### src/rtl/sdspi_pkg.sv
// Shared command encodings, FSM state type and init-sequence constants for the SD SPI controller.
package sdspi_pkg;

  localparam int unsigned CMD_W       = 2;
  localparam int unsigned INIT_CLOCKS = 80;

  localparam logic [CMD_W-1:0] CMD_DESEL = 2'd0;
  localparam logic [CMD_W-1:0] CMD_INIT  = 2'd1;
  localparam logic [CMD_W-1:0] CMD_XFER  = 2'd2;
  localparam logic [CMD_W-1:0] CMD_SEL   = 2'd3;

  typedef enum logic [2:0] {
    IDLE    = 3'd0,
    CSOP    = 3'd1,
    INIT    = 3'd2,
    XFER_LO = 3'd3,
    XFER_HI = 3'd4
  } state_t;

endpackage

### src/rtl/sdspi_sync.sv
// Two-flop synchronizer for the card's MISO line; idles high like an undriven SD data line.
module sdspi_sync (
  input  logic clock,
  input  logic reset,
  input  logic d,
  output logic q
);

  logic meta;

  // Double-register the asynchronous input.
  always_ff @(posedge clock or posedge reset) begin
    if (reset) begin
      meta <= 1'b1;
      q    <= 1'b1;
    end else begin
      meta <= d;
      q    <= meta;
    end
  end

endmodule

### src/rtl/sdspi_ctrl.sv
// SD-card SPI byte engine: chip-select ops, 80-clock init sequence and mode-0 byte transfers.
module sdspi_ctrl
  import sdspi_pkg::*;
#(
  parameter int unsigned DIV      = 4,
  parameter int unsigned FF_LIMIT = 255
) (
  input  logic             clock,
  input  logic             reset,
  input  logic [CMD_W-1:0] sd_cmd,
  input  logic [7:0]       sd_out,
  input  logic             sd_signal,
  output logic [7:0]       sd_din,
  output logic             sd_busy,
  output logic             sd_timeout,
  output logic             spi_cs,
  output logic             spi_sclk,
  output logic             spi_mosi,
  input  logic             spi_miso
);

  localparam int unsigned CNT_W  = 8;
  localparam int unsigned BIT_W  = 3;
  localparam int unsigned INIT_W = 7;

  localparam logic [CNT_W-1:0]  DIV_LAST  = CNT_W'(DIV - 1);
  localparam logic [INIT_W-1:0] INIT_LAST = INIT_W'(INIT_CLOCKS - 1);
  localparam logic [BIT_W-1:0]  BIT_LAST  = BIT_W'(7);
  localparam logic [7:0]        FF_MAX    = 8'(FF_LIMIT);

  state_t            state, state_d;
  logic [CNT_W-1:0]  div_cnt, div_d;
  logic [BIT_W-1:0]  bit_cnt, bit_d;
  logic [INIT_W-1:0] init_cnt, init_d;
  logic [7:0]        tx_sr, tx_d;
  logic [7:0]        rx_sr, rx_d;
  logic [7:0]        ff_count, ff_d;
  logic [7:0]        din_d;
  logic              busy_d, timeout_d, cs_d, sclk_d, mosi_d;
  logic              sig_q;
  logic              miso_s;
  logic              launch_c;
  logic [7:0]        rx_next_c;

  sdspi_sync u_sync (
    .clock (clock),
    .reset (reset),
    .d     (spi_miso),
    .q     (miso_s)
  );

  assign launch_c  = sd_signal & ~sig_q;
  assign rx_next_c = {rx_sr[6:0], miso_s};

  // State, counters, shift registers and all registered outputs.
  always_ff @(posedge clock or posedge reset) begin
    if (reset) begin
      state      <= IDLE;
      div_cnt    <= '0;
      bit_cnt    <= '0;
      init_cnt   <= '0;
      tx_sr      <= '0;
      rx_sr      <= '0;
      ff_count   <= '0;
      sig_q      <= 1'b0;
      sd_din     <= 8'hFF;
      sd_busy    <= 1'b0;
      sd_timeout <= 1'b0;
      spi_cs     <= 1'b1;
      spi_sclk   <= 1'b0;
      spi_mosi   <= 1'b1;
    end else begin
      state      <= state_d;
      div_cnt    <= div_d;
      bit_cnt    <= bit_d;
      init_cnt   <= init_d;
      tx_sr      <= tx_d;
      rx_sr      <= rx_d;
      ff_count   <= ff_d;
      sig_q      <= sd_signal;
      sd_din     <= din_d;
      sd_busy    <= busy_d;
      sd_timeout <= timeout_d;
      spi_cs     <= cs_d;
      spi_sclk   <= sclk_d;
      spi_mosi   <= mosi_d;
    end
  end

  // Next-state and next-output decode.
  always_comb begin
    state_d = state;
    div_d   = div_cnt;
    bit_d   = bit_cnt;
    init_d  = init_cnt;
    tx_d    = tx_sr;
    rx_d    = rx_sr;
    ff_d    = ff_count;
    din_d   = sd_din;
    cs_d    = spi_cs;
    sclk_d  = spi_sclk;
    mosi_d  = spi_mosi;

    unique case (state)
      IDLE: begin
        sclk_d = 1'b0;
        mosi_d = 1'b1;
        div_d  = '0;
        bit_d  = '0;
        init_d = '0;
        if (launch_c) begin
          unique case (sd_cmd)
            CMD_DESEL: begin
              state_d = CSOP;
              cs_d    = 1'b1;
              ff_d    = '0;
            end
            CMD_SEL: begin
              state_d = CSOP;
              cs_d    = 1'b0;
              ff_d    = '0;
            end
            CMD_INIT: begin
              state_d = INIT;
              cs_d    = 1'b1;
              ff_d    = '0;
            end
            default: begin
              state_d = XFER_LO;
              tx_d    = sd_out;
              mosi_d  = sd_out[7];
              rx_d    = '0;
            end
          endcase
        end
      end

      CSOP: state_d = IDLE;

      // Free-running SCLK with CS and MOSI held high; a period ends on the high-phase wrap.
      INIT: begin
        if (div_cnt == DIV_LAST) begin
          div_d  = '0;
          sclk_d = ~spi_sclk;
          if (spi_sclk) begin
            if (init_cnt == INIT_LAST) begin
              state_d = IDLE;
              init_d  = '0;
            end else begin
              init_d = init_cnt + 7'd1;
            end
          end
        end else begin
          div_d = div_cnt + 8'd1;
        end
      end

      XFER_LO: begin
        if (div_cnt == DIV_LAST) begin
          div_d   = '0;
          sclk_d  = 1'b1;
          state_d = XFER_HI;
        end else begin
          div_d = div_cnt + 8'd1;
        end
      end

      // Sample MISO late in the high phase, then either present the next bit or finish the byte.
      XFER_HI: begin
        if (div_cnt == DIV_LAST) begin
          div_d  = '0;
          sclk_d = 1'b0;
          rx_d   = rx_next_c;
          if (bit_cnt == BIT_LAST) begin
            state_d = IDLE;
            bit_d   = '0;
            mosi_d  = 1'b1;
            din_d   = rx_next_c;
            if (rx_next_c == 8'hFF) begin
              ff_d = (ff_count == FF_MAX) ? ff_count : ff_count + 8'd1;
            end else begin
              ff_d = '0;
            end
          end else begin
            state_d = XFER_LO;
            bit_d   = bit_cnt + 3'd1;
            mosi_d  = tx_sr[6];
            tx_d    = {tx_sr[6:0], 1'b0};
          end
        end else begin
          div_d = div_cnt + 8'd1;
        end
      end

      default: state_d = IDLE;
    endcase

    busy_d    = (state_d != IDLE);
    timeout_d = (ff_d == FF_MAX);
  end

endmodule
### config.mk
export PLATFORM = sky130hd
export DESIGN_NAME = sdspi_ctrl
export DESIGN_NICKNAME = d
export VERILOG_FILES = /design/src/rtl/sdspi_pkg.sv /design/src/rtl/sdspi_sync.sv /design/src/rtl/sdspi_ctrl.sv
export SDC_FILE = /design/constraint.sdc
export NUM_CORES = 1
export LEC_CHECK = 0
export BUFFER_PORTS_ARGS = -buffer_cell sky130_fd_sc_hd__buf_2
export CAP_MARGIN = 10
export CORE_ASPECT_RATIO = 1.75
export CORE_UTILIZATION = 44
export CTS_CLUSTER_SIZE = 8
export DETAILED_ROUTE_END_ITERATION = 8
export GPL_ROUTABILITY_DRIVEN = 0
export SYNTH_ARGS = -nofsm -noshare
export SYNTH_HDL_FRONTEND = slang
export SYNTH_SLANG_ARGS = --single-unit
### constraint.sdc
create_clock -name clock -period 2.5 [get_ports clock]
set_clock_uncertainty 0.1 [all_clocks]
set_input_delay 0.25 -clock clock [delete_from_list [all_inputs] [get_ports clock]]
set_output_delay 0.25 -clock clock [all_outputs]
set_load 0.01 [all_outputs]
* Word-level counts from Yosys, hierarchy flattened
Cells that the tools add are included.
** Word-level totals
- Register bits :: 59
- Input port bits :: 14
- Output and inout port bits :: 13
** Cells by class
- Bitwise logic cells :: 3
- Eq/ne operators :: 18
- Add/subtract/negate cells :: 4
- Multiplexer cells :: 44
- Reduce and logical (&&, ||, !) cells :: 19
** Operators by type and width (number)
- 7-bit two-way mux :: 10
- 8-bit two-way mux :: 7
- 7-bit one-hot mux with 2 select lines :: 3
- 8-bit one-hot mux with 2 select lines :: 2
- 8-bit == test, second input constant :: 3
- 3-bit two-way mux :: 8
- 8-bit by 1-bit adder with 8-bit output, second input constant :: 2
- 2-bit != test, second input constant :: 7
- 3-bit one-hot mux with 4 select lines :: 1
- 3-bit AND reduction :: 3
- 8-bit by 2-bit == test with 1-bit output, second input constant :: 1
- 4-bit AND reduction :: 2
- 2-bit nonzero test :: 4
- 7-bit by 1-bit adder with 7-bit output, second input constant :: 1
- 7-bit == test, second input constant :: 1
- 1-bit two-way mux :: 7
- 3-bit by 2-bit == test with 1-bit output, second input constant :: 2
- 3-bit == test, second input constant :: 2
- 3-bit one-hot mux with 2 select lines :: 1
- 3-bit OR reduction :: 2
- 5-bit AND reduction :: 1
- 1-bit one-hot mux with 2 select lines :: 2
- 1-bit one-hot mux with 4 select lines :: 1
- 2-bit one-hot mux with 2 select lines :: 1
- 12 further kinds :: 14

* Logic depth before layout (Yosys ltp)
- Word-level depth :: 7
- Gate-level depth with buffers :: 9

* Hierarchy
A second synthesis with hierarchy kept.
** Second synthesis, totals
- Cells, all modules :: 331
- Area, all modules :: 3060.4 µm²
** Modules (own cells, without submodules)
- sdspi_ctrl :: cells an instance 328, area an instance 3004.1 µm², times used 1
- sdspi_sync :: cells an instance 3, area an instance 56.3 µm², times used 1

* Least setup slack after synthesis
No wires, ideal clock.
- Kind :: flip-flop to flip-flop
- From :: register bit_cnt[0]
- To :: register sd_timeout
- Data arrival time :: 1924 ps
- Clock period less this slack :: 2093 ps
- Buffers on the path :: 0
- Stages on the path, launching flop included :: 10
- Setup slack :: 407 ps
- Cells stage by stage :: dfrtp_1 -> ha_1 -> ha_1 -> nor4b_4 -> nand2_4 -> nor4_4 -> and2_1 -> o22a_2 -> a21boi_2 -> and4bb_1
** Between the ends
- Cells in the longest elaborated chain, start to end :: 5
** Ends and longest elaborated chain
- from (decl) :: RTL line sdspi_ctrl.sv:33 : logic [BIT_W-1:0] bit_cnt, bit_d;
- from (signal assigned) :: RTL line sdspi_ctrl.sv:75 : bit_cnt <= bit_d;
- 3-bit == test :: RTL line sdspi_ctrl.sv:174 : if (bit_cnt == BIT_LAST) begin
- 8-bit two-way mux :: RTL line sdspi_ctrl.sv:174
- 8-bit two-way mux :: RTL line sdspi_ctrl.sv:170 : if (div_cnt == DIV_LAST) begin
- 8-bit one-hot mux with 2 select lines :: RTL line sdspi_ctrl.sv:104 : unique case (state)
- net ff_d[4] :: RTL line sdspi_ctrl.sv:37 : logic [7:0] ff_count, ff_d;
- 8-bit == test :: RTL line sdspi_ctrl.sv:199 : timeout_d = (ff_d == FF_MAX);
- net timeout_d :: RTL line sdspi_ctrl.sv:39 : logic busy_d, timeout_d, cs_d, sclk_d, mosi_d;
- to (signal assigned) :: RTL line sdspi_ctrl.sv:83 : sd_timeout <= timeout_d;
- to (decl) :: RTL line sdspi_ctrl.sv:15 : output logic sd_timeout,
The timed path passes the listed nets, and every way through them passes these cells.
A chain may end at the register's enable or synchronous reset.

* Worst setup path after layout
Ends and elaborated chain as after synthesis.

==> metrics.md <==
| Metric | Value |
|---|---|
| Global route overflow | `0` |
| Placed instance area | `around 0.0033 mm^2` |
| Critical path type | `reg2reg` |
| Row cnt | `39` |
| Flip-flop and latch area | `0.001491 mm^2` |
| CTS tree | `done` |
| Sink Count | `59` |
| Total Routing Usage GR | `20.20%` |
| Slew HR | `53.86%` |
| Max-Cap Viols | `0` |
| Top cell type's share of synthesized area | `38.32%` |
| Worst EP required | `2.66 ns` |
| Primary FF master, synth | `dfrtp_1` |
| Syn Nets | `339` |
| Final #Nets | `377` |
| Fin crit period | `around 2.3 ns` |
| CP dominant cell by count | `ha_1` |
| Post-synth ARST share | `100.0%` |
| Post-DRT Antenna Nets | `0` |
| Fmax | `428.9 MHz` |
| Cells along the critical path | `ha_1 > ha_1 > nor4b_4 > nand2_4 > nor4_4 > and2_1 > o22a_2 > a21boi_2 > and4bb_1` |
| Die X | `65.14 um` |
| H-tree depth | `3` |
| Filler cells | `629` |
| Synth area leader | `dfrtp_1` |
| Initial core utilization | `between 40% and 50%` |
| Die Y-Extent | `~110 um` |
| Tcrit/Tclk final | `93.26%` |
| Worst VDD drop | `437.5 uV` |
| Vias in the first global route | `2,405` |
| Crit-path slowest cell | `dfrtp_1` |
| Worst-Margin Slew | `0.6848 ns` |
| Routed length per instance | `14.64 um` |
| Seq cells post-synth | `59` |
| Multi-input gate area | `about 0.0015 mm^2` |
| Hold crit path type | `in2reg` |
| Root Buffer | `clkbuf_16` |
| CP max FO | `6` |
| Syn Inst Count | `317` |
| Library cells used by synthesis | `63` |
| # DRC | `0` |
| Initial drt markers | `143` |
| Synth area leaders | `dfrtp_1 38%, dfstp_2 10%, o21ai_0 6.0%` |
| Via count | `about 2,400` |
| CP Capture Type | `register` |
| Critical Path Source Type | `register` |
| Drt first pass iters | `4` |
| Port Buffers | `26` |
| # diodes | `0` |
| Fin Hold WS | `0.07624 ns` |
| Final instance area | `~0.0037 mm^2` |
| Yosys warning total | `0` |
| Largest net degree at the start of global routing | `28` |
| Crit path max-delay family | `simple AND/OR/NAND/NOR gates` |
| I/O pin count | `27` |
| Post-synthesis sequential area ratio | `48.59%` |
| CP peak stage delay | `0.36 ns` |
| LEAKAGE | `1.525 nW` |
| Final setup fails | `0` |
| Layout cells sized above 1 | `23.61%` |
| # Post-CTS Setup Buffers | `0` |
| Arrival time at the worst endpoint | `2.49 ns` |
| Max-slew violations | `0` |
| Core area | `approximately 0.0066 mm^2` |
| Final WL | `6473 um` |
| Final Hold Vio Count | `0` |
| PD cells | `about 630 mW/mm^2` |
| Area Growth Syn to Fin | `19.65%` |
| Clk_lat worst skew | `0.33 ns` |
| Via density | `5.480` |
| Outcome | `complete, no violations` |
| Die area | `roughly 0.0073 mm^2` |
| R2r setup slk | `~0.17 ns` |
| Wire length of the first global-routing pass | `about 11,000 um` |
| Syn_area_per_cell | `9.682 um^2` |
| Antenna violations before repair | `0` |
| Synth Cell Area | `0.003069 mm^2` |
| Number of synthesized flops with an enable pin | `0` |
| Total CTS buffers | `9` |
| HPWL Detailed | `4818 um` |
| Buf+Inv Stages, Crit Path | `0` |
| Max clock buf depth | `2` |
| Clock transition at path regs | `0.06 ns` |
## registers in the layout (all words and copies together), names as in the netlist
signal and cells:
spi_mosi 1, state 3, sd_din 8, u_sync.q 1, sig_q 1, sd_timeout 1, spi_cs 1, u_sync.meta 1
spi_sclk 1, ff_count 8, rx_sr 7, init_cnt 7, sd_busy 1, bit_cnt 3, div_cnt 8, tx_sr 7
## path summary, 6_finish.rpt
kind | from | endpoint | depth (start not counted)
worst min register to register | u_sync.meta | u_sync.q | 0
worst min-delay path | sd_out[0] | tx_sr[0] | 3
max in group asynchronous | reset | sd_din[7] | 4
worst max register to register | bit_cnt[0] | sd_timeout | 9
min in group asynchronous | reset | rx_sr[0] | 3
worst max-delay path | bit_cnt[0] | sd_timeout | 9
## layout make-up
| type | count | share of cell area [%] |
|---|---|---|
| sequential | 59 | 40.61 |
| clock buffer | 12 | 6.712 |
| tap | 82 | 2.794 |
| clock inverter | 4 | 2.044 |
| multi-input combinational | 231 | 39.90 |
| inverter | 15 | 1.533 |
| timing repair buffer | 39 | 6.405 |
## power by group
group           total, W  switching, W  internal [W]
combinational  0.0000530     0.0000335     0.0000196
sequential      0.000972    0.00000528      0.000966
clock            0.00130      0.000406      0.000898
## layout by cell type (no fill, tap or decap), types with 3 or more instances in the layout
cell / Yosys / layout
dfrtp_1: 47 / 47
xor2_1: 3 / 3
buf_2: 2 / 26
nand2b_1: 3 / 3
nor4_1: 3 / 3
nand2_2: 1 / 3
nand4_1: 5 / 5
buf_4: 3 / 10
clkbuf_16: 0 / 9
or3_1: 4 / 4
o22ai_1: 5 / 5
ha_1: 8 / 8
o31ai_1: 5 / 5
dfstp_2: 12 / 12
mux2i_1: 7 / 7
nor2_1: 21 / 21
nand2_1: 46 / 44
o21ai_0: 37 / 37
dlygate4sd3_1: 0 / 3
inv_1: 15 / 14
nand3_1: 16 / 16
nor3_1: 3 / 3
a21oi_1: 12 / 12
nor2b_1: 3 / 3
## synth_stat cells, drive strengths merged, types with 2 or more instances
cell    number
nor4         4
a21oi       12
o21ai       40
ha           8
nand2       48
or2          3
inv         15
dfstp       12
and4bb       2
dfrtp       47
clkbuf       5
nand3b       2
nor2        22
nand2b       3
nand4        5
and4         2
and3         2
nor4b        2
a22o         3
buf          7
xor2         3
nor3         4
a32o         2
a21boi       2
nand3       17
mux2i        7
o22a         3
nor2b        3
o31ai        5
o22ai        5
nor3b        2
a31oi        2
or3          4
## cells by family (layout without fill, tap and decap cells)
kind of cell | count (synthesis) | count (layout) | synth area share [%]
AND/OR/NAND/NOR | 127 | 127 | 22.63
AO/OA/AOI/OAI | 84 | 84 | 17.49
adder cells (fa/ha/maj) | 8 | 8 | 3.261
buffers and inverters | 27 | 70 | 4.240
XOR/XNOR | 4 | 4 | 1.142
flip-flops | 59 | 59 | 48.59
multiplexers | 8 | 8 | 2.650
## what timing repair did
action | 4_1_cts | 5_1_grt
gates resized for setup | 0 | 3
setup endpoints to repair | 0 | 8
hold buffers | 3 | 0
endpoints found under the hold margin | 19 | 0
## metrics by stage
| step | setup TNS, ns | cells | setup slack [ns] | power (W) | util (%) |
|---|---|---|---|---|---|
| floorplan | 0 | 317 | 0.4074 | 0.001012 | - |
| global placement | 0 | 423 | 0.2104 | 0.001037 | 49.85 |
| detailed placement | 0 | 423 | 0.1279 | 0.001038 | 49.85 |
| CTS | 0 | 442 | 0.1292 | 0.002365 | 55.15 |
| global route | -0.01949 | 442 | -0.01602 | 0.002407 | 55.34 |
| finish | 0 | 442 | 0.1686 | 0.002328 | 55.34 |
## per-layer routing
metal  vias up  part of all wire (%)  track usage [%]
met5         -                     0                0
li1       1213                     -                -
met4         0                   2.8            11.16
met1      1162                    42            22.65
met2        33                    52            34.38
met3        14                   2.6            4.776
## worst min-delay path, delay by kind of cell
| kind | cells | cell delay [ns] |
|---|---|---|
| AOI/OAI and AO/OA | 1 | 0.06 |
| buffers and inverters | 1 | 0.10 |
| and+or+nand+nor | 1 | 0.05 |
No activity file was read; power rests on OpenSTA's default activity.
